**config.mk**
```make
export PLATFORM = sky130hd
export DESIGN_NAME = debouncer_array
export DESIGN_NICKNAME = d
export VERILOG_FILES = /design/src/rtl/debouncer_array_pkg.sv /design/src/rtl/debouncer_channel.sv /design/src/rtl/debouncer_array.sv
export SDC_FILE = /design/constraint.sdc
export NUM_CORES = 1
export LEC_CHECK = 0
export CORE_AREA = 2 2 39 41
export CTS_CLUSTER_DIAMETER = 100
export DETAILED_ROUTE_END_ITERATION = 6
export DIE_AREA = 0 0 41 43
export PLACE_DENSITY = 0.49
export SLEW_MARGIN = 0
export SYNTH_ARGS = -nofsm -noshare
export SYNTH_HDL_FRONTEND = slang
export SYNTH_SLANG_ARGS = --single-unit
```
**constraint.sdc**
```tcl
create_clock -name clock -period 1.45 [get_ports clock]
set_input_delay 0.2175 -clock clock [delete_from_list [all_inputs] [get_ports clock]]
set_output_delay 0.2175 -clock clock [all_outputs]
set_load 0.05 [all_outputs]
```
**src/rtl/debouncer_array_pkg.sv**
```systemverilog
`default_nettype none
// ============================================================================
// Module      : debouncer_array_pkg
// Description : Sizing helpers shared by the debouncer channel and array.
// Revision    : 1.0 - initial release
// ============================================================================
package debouncer_array_pkg;

    function automatic int clog2(input int value);
        int result;
        result = 0;
        for (int v = value - 1; v > 0; v = v >> 1) begin
            result = result + 1;
        end
        return result;
    endfunction

    function automatic int max(input int a, input int b);
        return (a > b) ? a : b;
    endfunction

endpackage
`default_nettype wire

```
**src/rtl/debouncer_channel.sv**
```systemverilog
`default_nettype none
// ============================================================================
// Module      : debouncer_channel
// Description : Single-bit debouncer: 2-flop synchroniser, stability counter,
//               debounced level, validity flag and rise/fall pulses.
// Revision    : 1.0 - initial release
// ============================================================================
module debouncer_channel
    import debouncer_array_pkg::*;
#(
    parameter int high_count = 1,
    parameter int low_count  = 1
) (
    input  logic clock,
    input  logic reset,
    input  logic enable,
    input  logic in,
    output logic out,
    output logic valid,
    output logic rise,
    output logic fall
);

    localparam int c_cnt_w = clog2(max(high_count, low_count) + 1);
    localparam logic [c_cnt_w-1:0] c_high_thr = c_cnt_w'(high_count);
    localparam logic [c_cnt_w-1:0] c_low_thr  = c_cnt_w'(low_count);

    logic               r_sync0;
    logic               r_sync;
    logic               r_last;
    logic [c_cnt_w-1:0] r_count;
    logic               r_out;
    logic               r_valid;
    logic               r_rise;
    logic               r_fall;

    logic               w_change;
    logic [c_cnt_w-1:0] w_thr;
    logic               w_stable;

    // Threshold follows the current synchronised level every cycle.
    assign w_change = (r_sync != r_last);
    assign w_thr    = r_sync ? c_high_thr : c_low_thr;
    assign w_stable = !w_change && (r_count == w_thr);

    always_ff @(posedge clock or posedge reset) begin
        if (reset) begin
            r_sync0 <= 1'b0;
            r_sync  <= 1'b0;
            r_last  <= 1'b0;
            r_count <= '0;
            r_out   <= 1'b0;
            r_valid <= 1'b0;
            r_rise  <= 1'b0;
            r_fall  <= 1'b0;
        end else begin
            r_sync0 <= in;
            r_sync  <= r_sync0;
            r_last  <= r_sync;

            if (w_change) begin
                r_count <= '0;
            end else if (enable && (r_count < w_thr)) begin
                r_count <= r_count + 1'b1;
            end

            r_valid <= w_stable;

            if (w_stable && (r_out != r_sync)) begin
                r_out  <= r_sync;
                r_rise <= r_sync;
                r_fall <= ~r_sync;
            end else begin
                r_rise <= 1'b0;
                r_fall <= 1'b0;
            end
        end
    end

    assign out   = r_out;
    assign valid = r_valid;
    assign rise  = r_rise;
    assign fall  = r_fall;

endmodule
`default_nettype wire

```
**src/rtl/debouncer_array.sv**
```systemverilog
`default_nettype none
// ============================================================================
// Module      : debouncer_array
// Description : Array of independent debouncer channels sharing one enable tick.
// Revision    : 1.0 - initial release
// ============================================================================
module debouncer_array
    import debouncer_array_pkg::*;
#(
    parameter int width      = 1,
    parameter int high_count = 1,
    parameter int low_count  = 1
) (
    input  logic             clock,
    input  logic             reset,
    input  logic             enable,
    input  logic [width-1:0] in,
    output logic [width-1:0] out,
    output logic [width-1:0] valid,
    output logic [width-1:0] rise,
    output logic [width-1:0] fall
);

    if ((width < 1) || (high_count < 1) || (low_count < 1)) begin : g_bad_params
        $error("debouncer_array: width, high_count and low_count must all be >= 1");
    end

    for (genvar i = 0; i < width; i++) begin : g_channel
        debouncer_channel #(
            .high_count (high_count),
            .low_count  (low_count)
        ) u_channel (
            .clock  (clock),
            .reset  (reset),
            .enable (enable),
            .in     (in[i]),
            .out    (out[i]),
            .valid  (valid[i]),
            .rise   (rise[i]),
            .fall   (fall[i])
        );
    end

endmodule
`default_nettype wire
```
==> metrics.md, run 1 <==
| Metric | Value |
|---|---|
| Status | `finished, final reports clean` |
| Worst setup endpoint | `out` |
| Synth-to-Final Area Change | `43.0%` |
| Hold WC Path Type | `in -> async` |
| Mapped Nets | `21` |
| CTS sink count | `8` |
| DR DRC count | `0` |
| Vias in the first global route | `159` |
| FF-to-FF End | `g_channel[0].u_channel.out` |
| Comb power frac | `0.165` |
| CTS Root Cell | `clkbuf_4` |
| Drt wl/cell | `8.58 µm` |
| Starting Density | `0.193` |
| Synthesized area per cell | `15.8 µm²` |
| Highest-count cells in the layout ignoring fill and taps | `8 x dfrtp_1, 3 x clkbuf_4, 3 x clkdlybuf4s50_1, 3 x buf_4` |
| Synth Cell Area | `268 µm²` |
| H-tree depth | `1` |
| Critical path depth | `1` |
| First-pass GRT wire length | `621 µm` |
| Arrival @ worst endpoint | `0.86 ns` |
| Iteration-0 DRC Markers | `0` |
| Total GRT Usage | `0.0578` |
| Initial antenna violation count | `0` |
| Period utilization | `0.743` |
| Placer Congestion | `0.614` |
| Post-DP Area | `360 µm²` |
| Final nets | `33` |
| Setup Buffers After CTS | `0` |
| Worst Setup Path Type | `reg -> out` |
| R2R Setup Slk | `0.53 ns` |
| Fin. Hold Viols | `0` |
| Worst path bufs/invs | `1` |
| Core area | `1380 µm²` |
| Seq pwr share | `0.508` |
| Synth Instances | `17` |
| Layout Cell Area excl Fill | `383 µm²` |
| Final setup viols | `0` |
| Die Wd | `41 µm` |
| Worst-path fanout max | `5` |
| Psw | `127 µW` |
| WL final | `369 µm` |
| GR Overflow Total | `0` |
| Largest net degree at the start of global routing | `9` |
| Clk slew on worst S/H paths | `0.05 ns` |
| Longest Clk Path Bufs | `2` |
| CTS tree | `yes` |
| Max cap viols | `0` |
| Post-DR vias/cell | `3.67` |
| Worst slew pin tran | `0.286 ns` |
| P_leak | `0.000179 µW` |
| Critical Path Source Type | `flip-flop` |
| Final Skew | `0.00241 ns` |
| Yosys warning count | `0` |
| Post-layout min period | `1.08 ns` |
| Worst setup startpoint | `g_channel[0].u_channel.out` |
| Relative slew slack | `0.809` |
| Slew Limit Fails | `0` |
| TritonRoute pass-1 iters | `1` |
| CP top delay family | `flip-flops` |
| Clk Latency, worst-skew pair | `0.25 ns` |
| CP required | `1.23 ns` |
| VDD IR-drop max | `390 µV` |
| Switch share | `0.253` |
| Cell Pwr Density | `1310 nW/µm²` |
| Final ANT Viol Nets | `0` |
| Int Power | `374 µW` |
| CTS Hold Bufs | `0` |
| Inserted Clock Buffers | `3` |
| CP max stage cell | `dfrtp_1` |
| Crit path cell chain | `buf_12` |
| Top Ports | `8` |
| Routed via count | `158` |
| Die Y | `43 µm` |
| Share of layout cells above drive strength 1 | `0.296` |
| CP endpoint kind | `output port` |
| Achievable frequency | `0.928 GHz` |
| Register bit total from synthesis | `8` |
| Antenna diodes | `0` |
| Row count | `14` |
| Crit Reg-Reg Startpoint | `g_channel[0].u_channel.out` |
| RSZ-0062 raised after global routing | `no` |
| Cells on worst reg2reg path | `2` |
| Yosys cell types | `10` |
| Setup TNS | `0 ns` |
| PortBufs | `7` |
| Post-cts resize count | `0` |
| Crit path largest cell delay | `0.44 ns` |
| Die area | `1760 µm²` |
| Seq/Total Area, Yosys | `0.748` |
| Clock share of power | `0.327` |
| Commonest non-fill, non-tap cell in the layout | `dfrtp_1` |
==> worst min-delay path by stage <==
stage                                        start                              to  slack, ns
floorplan                                    reset     g_channel[0].u_channel.fall       0.03
global placement    g_channel[0].u_channel.r_sync0   g_channel[0].u_channel.r_sync       0.34
detailed placement  g_channel[0].u_channel.r_sync0   g_channel[0].u_channel.r_sync       0.34
CTS                                          reset  g_channel[0].u_channel.r_sync0       0.21
global route                                 reset  g_channel[0].u_channel.r_sync0       0.22
finish                                       reset  g_channel[0].u_channel.r_sync0       0.20
==> sequential cells by signal (all words and copies together), names as in the netlist <==
register                     flops
g_channel.u_channel.valid        1
g_channel.u_channel.rise         1
g_channel.u_channel.out          1
g_channel.u_channel.r_sync0      1
g_channel.u_channel.fall         1
g_channel.u_channel.r_sync       1
g_channel.u_channel.r_last       1
g_channel.u_channel.r_count      1
==> power groups by stage <==
stage	Sequential (µW)	Combinational (µW)	Clock (µW)
floorplan	283	21.3	0
global placement	257	83.8	0
detailed placement	259	83.9	0
CTS	255	84.1	175
global route	257	88.0	188
finish	254	82.8	163
==> cell usage after synthesis, drive strengths merged <==
cell type | n | area [µm²]
nor3b | 1 | 7.51
nand2b | 1 | 6.26
inv | 1 | 3.75
dfrtp | 8 | 200
and2 | 1 | 6.26
a22o | 1 | 8.76
xnor2 | 1 | 8.76
and4b | 1 | 10.0
a21o | 1 | 8.76
o21a | 1 | 7.51
==> layer usage <==
metal	share of wire	track usage	routed length, µm	up-vias
li1	-	-	-	78
met1	0.40	0.0497	147	74
met2	0.50	0.0844	186	6
met3	0.095	0.0314	35	0
met4	0	0.0600	0	0
met5	0	0	0	-
==> cell families (layout without fill, tap and decap cells) <==
family | Yosys count | count (layout) | share of synthesized area
flops | 8 | 8 | 0.748
simple gates | 4 | 4 | 0.112
compound gates | 3 | 3 | 0.0935
xor+xnor | 1 | 1 | 0.0327
buf+inv | 1 | 11 | 0.0140
==> area by class of cell <==
class	count	area, µm²
sequential	8	200
multi-input combinational	8	63.8
tap	16	20.0
fill	146	1000
clock buffer	3	22.5
inverter	1	3.75
timing repair buffer	7	72.6
==> stage by stage <==
step | cells | hold slack, ns | utilization | worst slack (ns) | total power (µW)
finish | 43 | 0.203 | 0.277 | 0.372 | 500
floorplan | 17 | 0.0332 | - | 0.346 | 304
detailed placement | 40 | 0.342 | 0.260 | 0.531 | 343
global route | 43 | 0.221 | 0.277 | 0.324 | 533
CTS | 43 | 0.209 | 0.277 | 0.355 | 514
global placement | 40 | 0.338 | 0.260 | 0.546 | 341
(Power assumes the default switching activity.)
==> run 2: changes to the inputs <==
Settings changed: PLACE_DENSITY 0.49 to 0.5.
Clock period 1.45 ns to 0.96 ns, I/O delays scaled along.
==> metrics.md, run 2 (same netlist as run 1, synthesis figures left out) <==
| Metric | Value |
|---|---|
| GR Overflow Total | `0 (unchanged)` |
| P_leak | `0.000199 µW (was 0.000179 µW)` |
| Setup ws final | `-0.0974 ns (was 0.372 ns)` |
| TritonRoute pass-1 iters | `4 (was 1)` |
| Cell Pwr Density | `1870 nW/µm² (was 1310 nW/µm²)` |
| Synth-to-Final Area Change | `65.9% (was 43.0%)` |
| First-pass GRT wire length | `683 µm (was 621 µm)` |
| Antenna diodes | `0 (unchanged)` |
| Fillers | `142 (was 146)` |
| CTS Hold Bufs | `0 (unchanged)` |
| Die Wd | `41 µm (unchanged)` |
| Longest Clk Path Bufs | `2 (unchanged)` |
| Iteration-0 DRC Markers | `1 (was 0)` |
| Relative slew slack | `0.802 (was 0.809)` |
| Worst-path fanout max | `2 (was 5)` |
| Share of layout cells above drive strength 1 | `0.367 (was 0.296)` |
| Die area | `1760 µm² (unchanged)` |
| CP endpoint kind | `output port (unchanged)` |
| # placed instances | `41 (was 40)` |
| Post-DR vias/cell | `3.87 (was 3.67)` |
| Top Ports | `8 (unchanged)` |
| Post-layout min period | `1.06 ns` |
| Failing checks | `negative setup slack` |
| Worst path bufs/invs | `2 (was 1)` |
| RSZ-0062 raised after global routing | `yes (was no)` |
| Worst slew pin tran | `0.297 ns (was 0.286 ns)` |
| WL final | `424 µm (was 369 µm)` |
| Clk slew on worst S/H paths | `0.06 ns (was 0.05 ns)` |
| CP required | `0.82 ns (was 1.23 ns)` |
| Max cap viols | `0 (unchanged)` |
| Die Y | `43 µm (unchanged)` |
| Largest net degree at the start of global routing | `9 (unchanged)` |
| Pre-CTS setup slack | `0.0453 ns (was 0.531 ns)` |
| DR DRC count | `0 (unchanged)` |
| Slew Limit Fails | `0 (unchanged)` |
| Highest-count cells in the layout ignoring fill and taps | `7 x dfrtp_1, 4 x buf_12, 3 x clkbuf_4, 3 x clkdlybuf4s50_1 (was 8 x dfrtp_1, 3 x clkbuf_4, 3 x clkdlybuf4s50_1, 3 x buf_4)` |
| Inserted Clock Buffers | `3 (unchanged)` |
| Final Skew | `0.00477 ns (was 0.00241 ns)` |
| Initial antenna violation count | `0 (unchanged)` |
| PortBufs | `7 (unchanged)` |
| Final ANT Viol Nets | `0 (unchanged)` |
| Routed via count | `178 (was 158)` |
| Final Core Density | `0.321 (was 0.277)` |
| Clk Latency, worst-skew pair | `0.25 ns (about the same)` |
| CTS sink count | `8 (unchanged)` |
| Multi-input gate area | `63.8 µm² (unchanged)` |
| Vias in the first global route | `178 (was 159)` |
| Drt wl/cell | `9.22 µm (was 8.58 µm)` |
| Starting Density | `0.193 (unchanged)` |
| Fin. Hold Viols | `0 (unchanged)` |
| Crit path largest cell delay | `0.41 ns (was 0.44 ns)` |
| Final setup viols | `2 (was 0)` |
| Final hold slack | `0.126 ns (was 0.203 ns)` |
| Final nets | `35 (was 33)` |
| Period utilization | `1.10` |
| Core area | `1380 µm² (unchanged)` |
| Row count | `14 (unchanged)` |
| H-tree depth | `1 (unchanged)` |
| Hold WC Path Type | `in -> async (unchanged)` |
| Finished Layout Cells | `46 (was 43)` |
| Worst Setup Path Type | `reg -> out (unchanged)` |
| CP top delay family | `flip-flops (unchanged)` |
| Arrival @ worst endpoint | `0.91 ns (was 0.86 ns)` |
| Total GRT Usage | `0.0652 (was 0.0578)` |
| Crit path cell chain | `buf_6 -> buf_12 (was buf_12)` |
| Commonest non-fill, non-tap cell in the layout | `dfrtp_1 (unchanged)` |
| Register area | `201 µm² (was 200 µm²)` |
| CTS Root Cell | `clkbuf_4 (unchanged)` |
| Status | `finished with violations (was finished, final reports clean)` |
| CTS tree | `yes (unchanged)` |
| Critical Path Source Type | `flip-flop (unchanged)` |
| CP max stage cell | `dfrtp_2 (was dfrtp_1)` |
| Achievable frequency | `0.946 GHz` |
| VDD IR-drop max | `616 µV (was 390 µV)` |
| Placer Congestion | `0.702 (was 0.614)` |
-- run 2: metal layers --
metal,up-vias,share of wire,global-route usage
li1,84,-,-
met1,86,0.40,0.0642
met2,8,0.52,0.0844
met3,0,0.078,0.0314
met4,0,0,0.0800
met5,-,0,0
-- run 2: timing repair --
item,CTS,global route
buffers inserted,1,0
resized for setup,1,0
cloned,0,0
endpoints found under the setup margin,1,5
-- run 2: final cells by class --
type | instances | share of cell area
clock buffer | 4 | 0.0592
inverter | 1 | 0.00845
multi-input combinational | 8 | 0.144
sequential | 8 | 0.454
tap | 16 | 0.0451
timing repair buffer | 9 | 0.290
-- run 2: per-stage QoR --
stage	TNS [ns]	area, µm²	total power, µW
after floorplan	-0.0441	269	460
after global placement	0	407	546
final	-0.137	444	830
after CTS	-0.152	444	846
after global routing	-0.218	444	874
after detailed placement	0	407	550
-- run 2: worst paths after layout --
path,slack (ns),cells past startpoint,startpoint,endpoint
worst max-delay path,-0.1,2,g_channel[0].u_channel.out,out
worst min-delay path,0.13,2,reset,g_channel[0].u_channel.r_sync0
worst max register to register,-0.04,3,g_channel[0].u_channel.out,g_channel[0].u_channel.out
worst min register to register,0.36,0,g_channel[0].u_channel.r_sync0,g_channel[0].u_channel.r_sync
max in group asynchronous,0.59,2,reset,g_channel[0].u_channel.out
min in group clock,0.33,1,in,g_channel[0].u_channel.r_sync0
-- run 2: power by group --
part	total, µW	internal, µW	switching, µW
logic	171	95.6	75.2
clock network	276	159	117
registers	383	362	21.0
total	830	617	213
==> run 3: changes to the inputs <==
Settings changed: CTS_BUF_LIST set to sky130_fd_sc_hd__clkbuf_4 sky130_fd_sc_hd__clkbuf_8 sky130_fd_sc_hd__clkbuf_16.
==> metrics.md, run 3 (same netlist as run 1, synthesis figures left out) <==
| Metric | Value |
|---|---|
| H-tree depth | `1 (unchanged)` |
| Cell Pwr Density | `1910 nW/µm² (was 1870 nW/µm²)` |
| VDD IR-drop max | `616 µV (about the same)` |
| Status | `finished with violations (unchanged)` |
| CP endpoint kind | `output port (unchanged)` |
| Failing checks | `negative setup slack (unchanged)` |
| R2R Setup Slk | `-0.04 ns (about the same)` |
| Commonest non-fill, non-tap cell in the layout | `dfrtp_1 (unchanged)` |
| Final hold slack | `0.127 ns (was 0.126 ns)` |
| Highest-count cells in the layout ignoring fill and taps | `7 x dfrtp_1, 4 x clkbuf_4, 4 x buf_12, 3 x clkdlybuf4s50_1 (was 7 x dfrtp_1, 4 x buf_12, 3 x clkbuf_4, 3 x clkdlybuf4s50_1)` |
| CTS Root Cell | `clkbuf_4 (unchanged)` |
| Clk slew on worst S/H paths | `0.06 ns (about the same)` |
| CP required | `0.82 ns (about the same)` |
| Post-layout min period | `1.06 ns (about the same)` |
| Drt wl/cell | `8.87 µm (was 9.22 µm)` |
| Antenna diodes | `0 (unchanged)` |
| First-pass GRT wire length | `683 µm (unchanged)` |
| Placer Congestion | `0.702 (unchanged)` |
| Row count | `14 (unchanged)` |
| CP max stage cell | `dfrtp_2 (unchanged)` |
| Slew Limit Fails | `0 (unchanged)` |
| CTS sink count | `8 (unchanged)` |
| Finished Layout Cells | `46 (unchanged)` |
| DR DRC count | `0 (unchanged)` |
| FF-to-FF End | `g_channel[0].u_channel.out (unchanged)` |
| P_leak | `0.000202 µW (was 0.000199 µW)` |
| Period utilization | `1.10 (about the same)` |
| Clk Latency, worst-skew pair | `0.25 ns (about the same)` |
| GR Util met3 | `0.0314 (unchanged)` |
| Top Ports | `8 (unchanged)` |
| Share of layout cells above drive strength 1 | `0.400 (was 0.367)` |
| Inserted Clock Buffers | `3 (unchanged)` |
| Critical Path Source Type | `flip-flop (unchanged)` |
| Starting Density | `0.193 (unchanged)` |
| Achievable frequency | `0.947 GHz (was 0.946 GHz)` |
| Initial antenna violation count | `0 (unchanged)` |
| CTS Hold Bufs | `0 (unchanged)` |
| Longest Clk Path Bufs | `2 (unchanged)` |
| Worst setup startpoint | `g_channel[0].u_channel.out (unchanged)` |
| Fin. Hold Viols | `0 (unchanged)` |
| Core area | `1380 µm² (unchanged)` |
| Vias in the first global route | `178 (unchanged)` |
| WL final | `408 µm (was 424 µm)` |
| Final nets | `35 (unchanged)` |
| GRT busiest layer | `met2 (unchanged)` |
| Max cap viols | `0 (unchanged)` |
| Crit Reg-Reg Startpoint | `g_channel[0].u_channel.out (unchanged)` |
| Setup ws final | `-0.0960 ns (was -0.0974 ns)` |
| Worst setup endpoint | `out (unchanged)` |
| Die Y | `43 µm (unchanged)` |
| TritonRoute pass-1 iters | `2 (was 4)` |
| Worst Setup Path Type | `reg -> out (unchanged)` |
| Die area | `1760 µm² (unchanged)` |
| GR Util met1 | `0.0642 (unchanged)` |
| Arrival @ worst endpoint | `0.91 ns (about the same)` |
| Worst slew pin tran | `0.296 ns (was 0.297 ns)` |
| Hold WC Path Type | `in -> async (unchanged)` |
| Iteration-0 DRC Markers | `1 (unchanged)` |
| Die Wd | `41 µm (unchanged)` |
| Cells on worst reg2reg path | `3 (unchanged)` |
| Final ANT Viol Nets | `0 (unchanged)` |
| Post-DR vias/cell | `3.85 (was 3.87)` |
| CTS tree | `yes (unchanged)` |
| Crit path cell chain | `buf_6 -> buf_12 (unchanged)` |
| Largest net degree at the start of global routing | `9 (unchanged)` |
| Final Skew | `0.00369 ns (was 0.00477 ns)` |
| Synth-to-Final Area Change | `67.3% (was 65.9%)` |
| Crit path largest cell delay | `0.41 ns (about the same)` |
| Final setup viols | `2 (unchanged)` |
| Relative slew slack | `0.802 (about the same)` |
| RSZ-0062 raised after global routing | `yes (unchanged)` |
| Total GRT Usage | `0.0652 (unchanged)` |
| Routed via count | `177 (was 178)` |
| # placed instances | `41 (unchanged)` |
| Worst-path fanout max | `2 (unchanged)` |
| Routing usage on met2 | `0.0844 (unchanged)` |
| GR Overflow Total | `0 (unchanged)` |
| PortBufs | `7 (unchanged)` |
[run 3: changes by cell type in the layout (fill, tap and decap cells not counted)]
cell,previous run,this run
clkbuf_1,1,0
clkbuf_4,3,4
[run 3: cell type report]
type	count	area (µm²)
fillers	140	936
well taps	16	20.0
inverters	1	3.75
clock buffers	4	30.0
repair buffers	9	129
flip-flops and latches	8	201
multi-input cells	8	63.8
[run 3: report_power, final]
group / total (µW) / leakage (µW) / internal, µW / switching [µW]
combinational: 171 / 0.0000863 / 95.6 / 75.1
clock: 303 / 0.0000184 / 187 / 116
sequential: 383 / 0.0000977 / 362 / 21.0
total: 857 / 0.000202 / 645 / 212
[run 3: worst min-delay path by stage]
stage / start / end / cells after the start
global placement: g_channel[0].u_channel.r_sync0 / g_channel[0].u_channel.r_sync / 0
CTS: reset / g_channel[0].u_channel.r_sync0 / 2
global route: reset / g_channel[0].u_channel.r_sync0 / 2
detailed placement: g_channel[0].u_channel.r_sync0 / g_channel[0].u_channel.r_sync / 0
floorplan: reset / g_channel[0].u_channel.fall / 1
finish: reset / g_channel[0].u_channel.r_sync0 / 2
[run 3: per-layer routing]
layer / part of all wire / wire length (µm) / vias up
met3: 0.081 / 33 / 0
met1: 0.38 / 155 / 86
met2: 0.54 / 219 / 8
met4: 0 / 0 / 0
li1: - / - / 83
met5: 0 / 0 / -
[run 3: worst max-delay path: cells and delay by family (launching register included)]
kind                   cells  cell delay [ns]
DFF                        1             0.41
buffers and inverters      2             0.25
[run 3: repair_timing]
action,in CTS,in global routing
resized for setup,1,0
setup buffers,1,0
endpoints found under the setup margin,1,5
[run 3: per-stage QoR]
stage / util / setup TNS [ns] / total power [µW] / instance area, µm² / setup WS, ns
after floorplan: - / -0.0441 / 460 / 269 / -0.0441
after global placement: 0.294 / 0 / 546 / 407 / 0.0718
after detailed placement: 0.294 / 0 / 550 / 407 / 0.0453
after CTS: 0.324 / -0.152 / 875 / 448 / -0.109
after global routing: 0.324 / -0.220 / 903 / 448 / -0.129
final: 0.324 / -0.135 / 857 / 448 / -0.0960
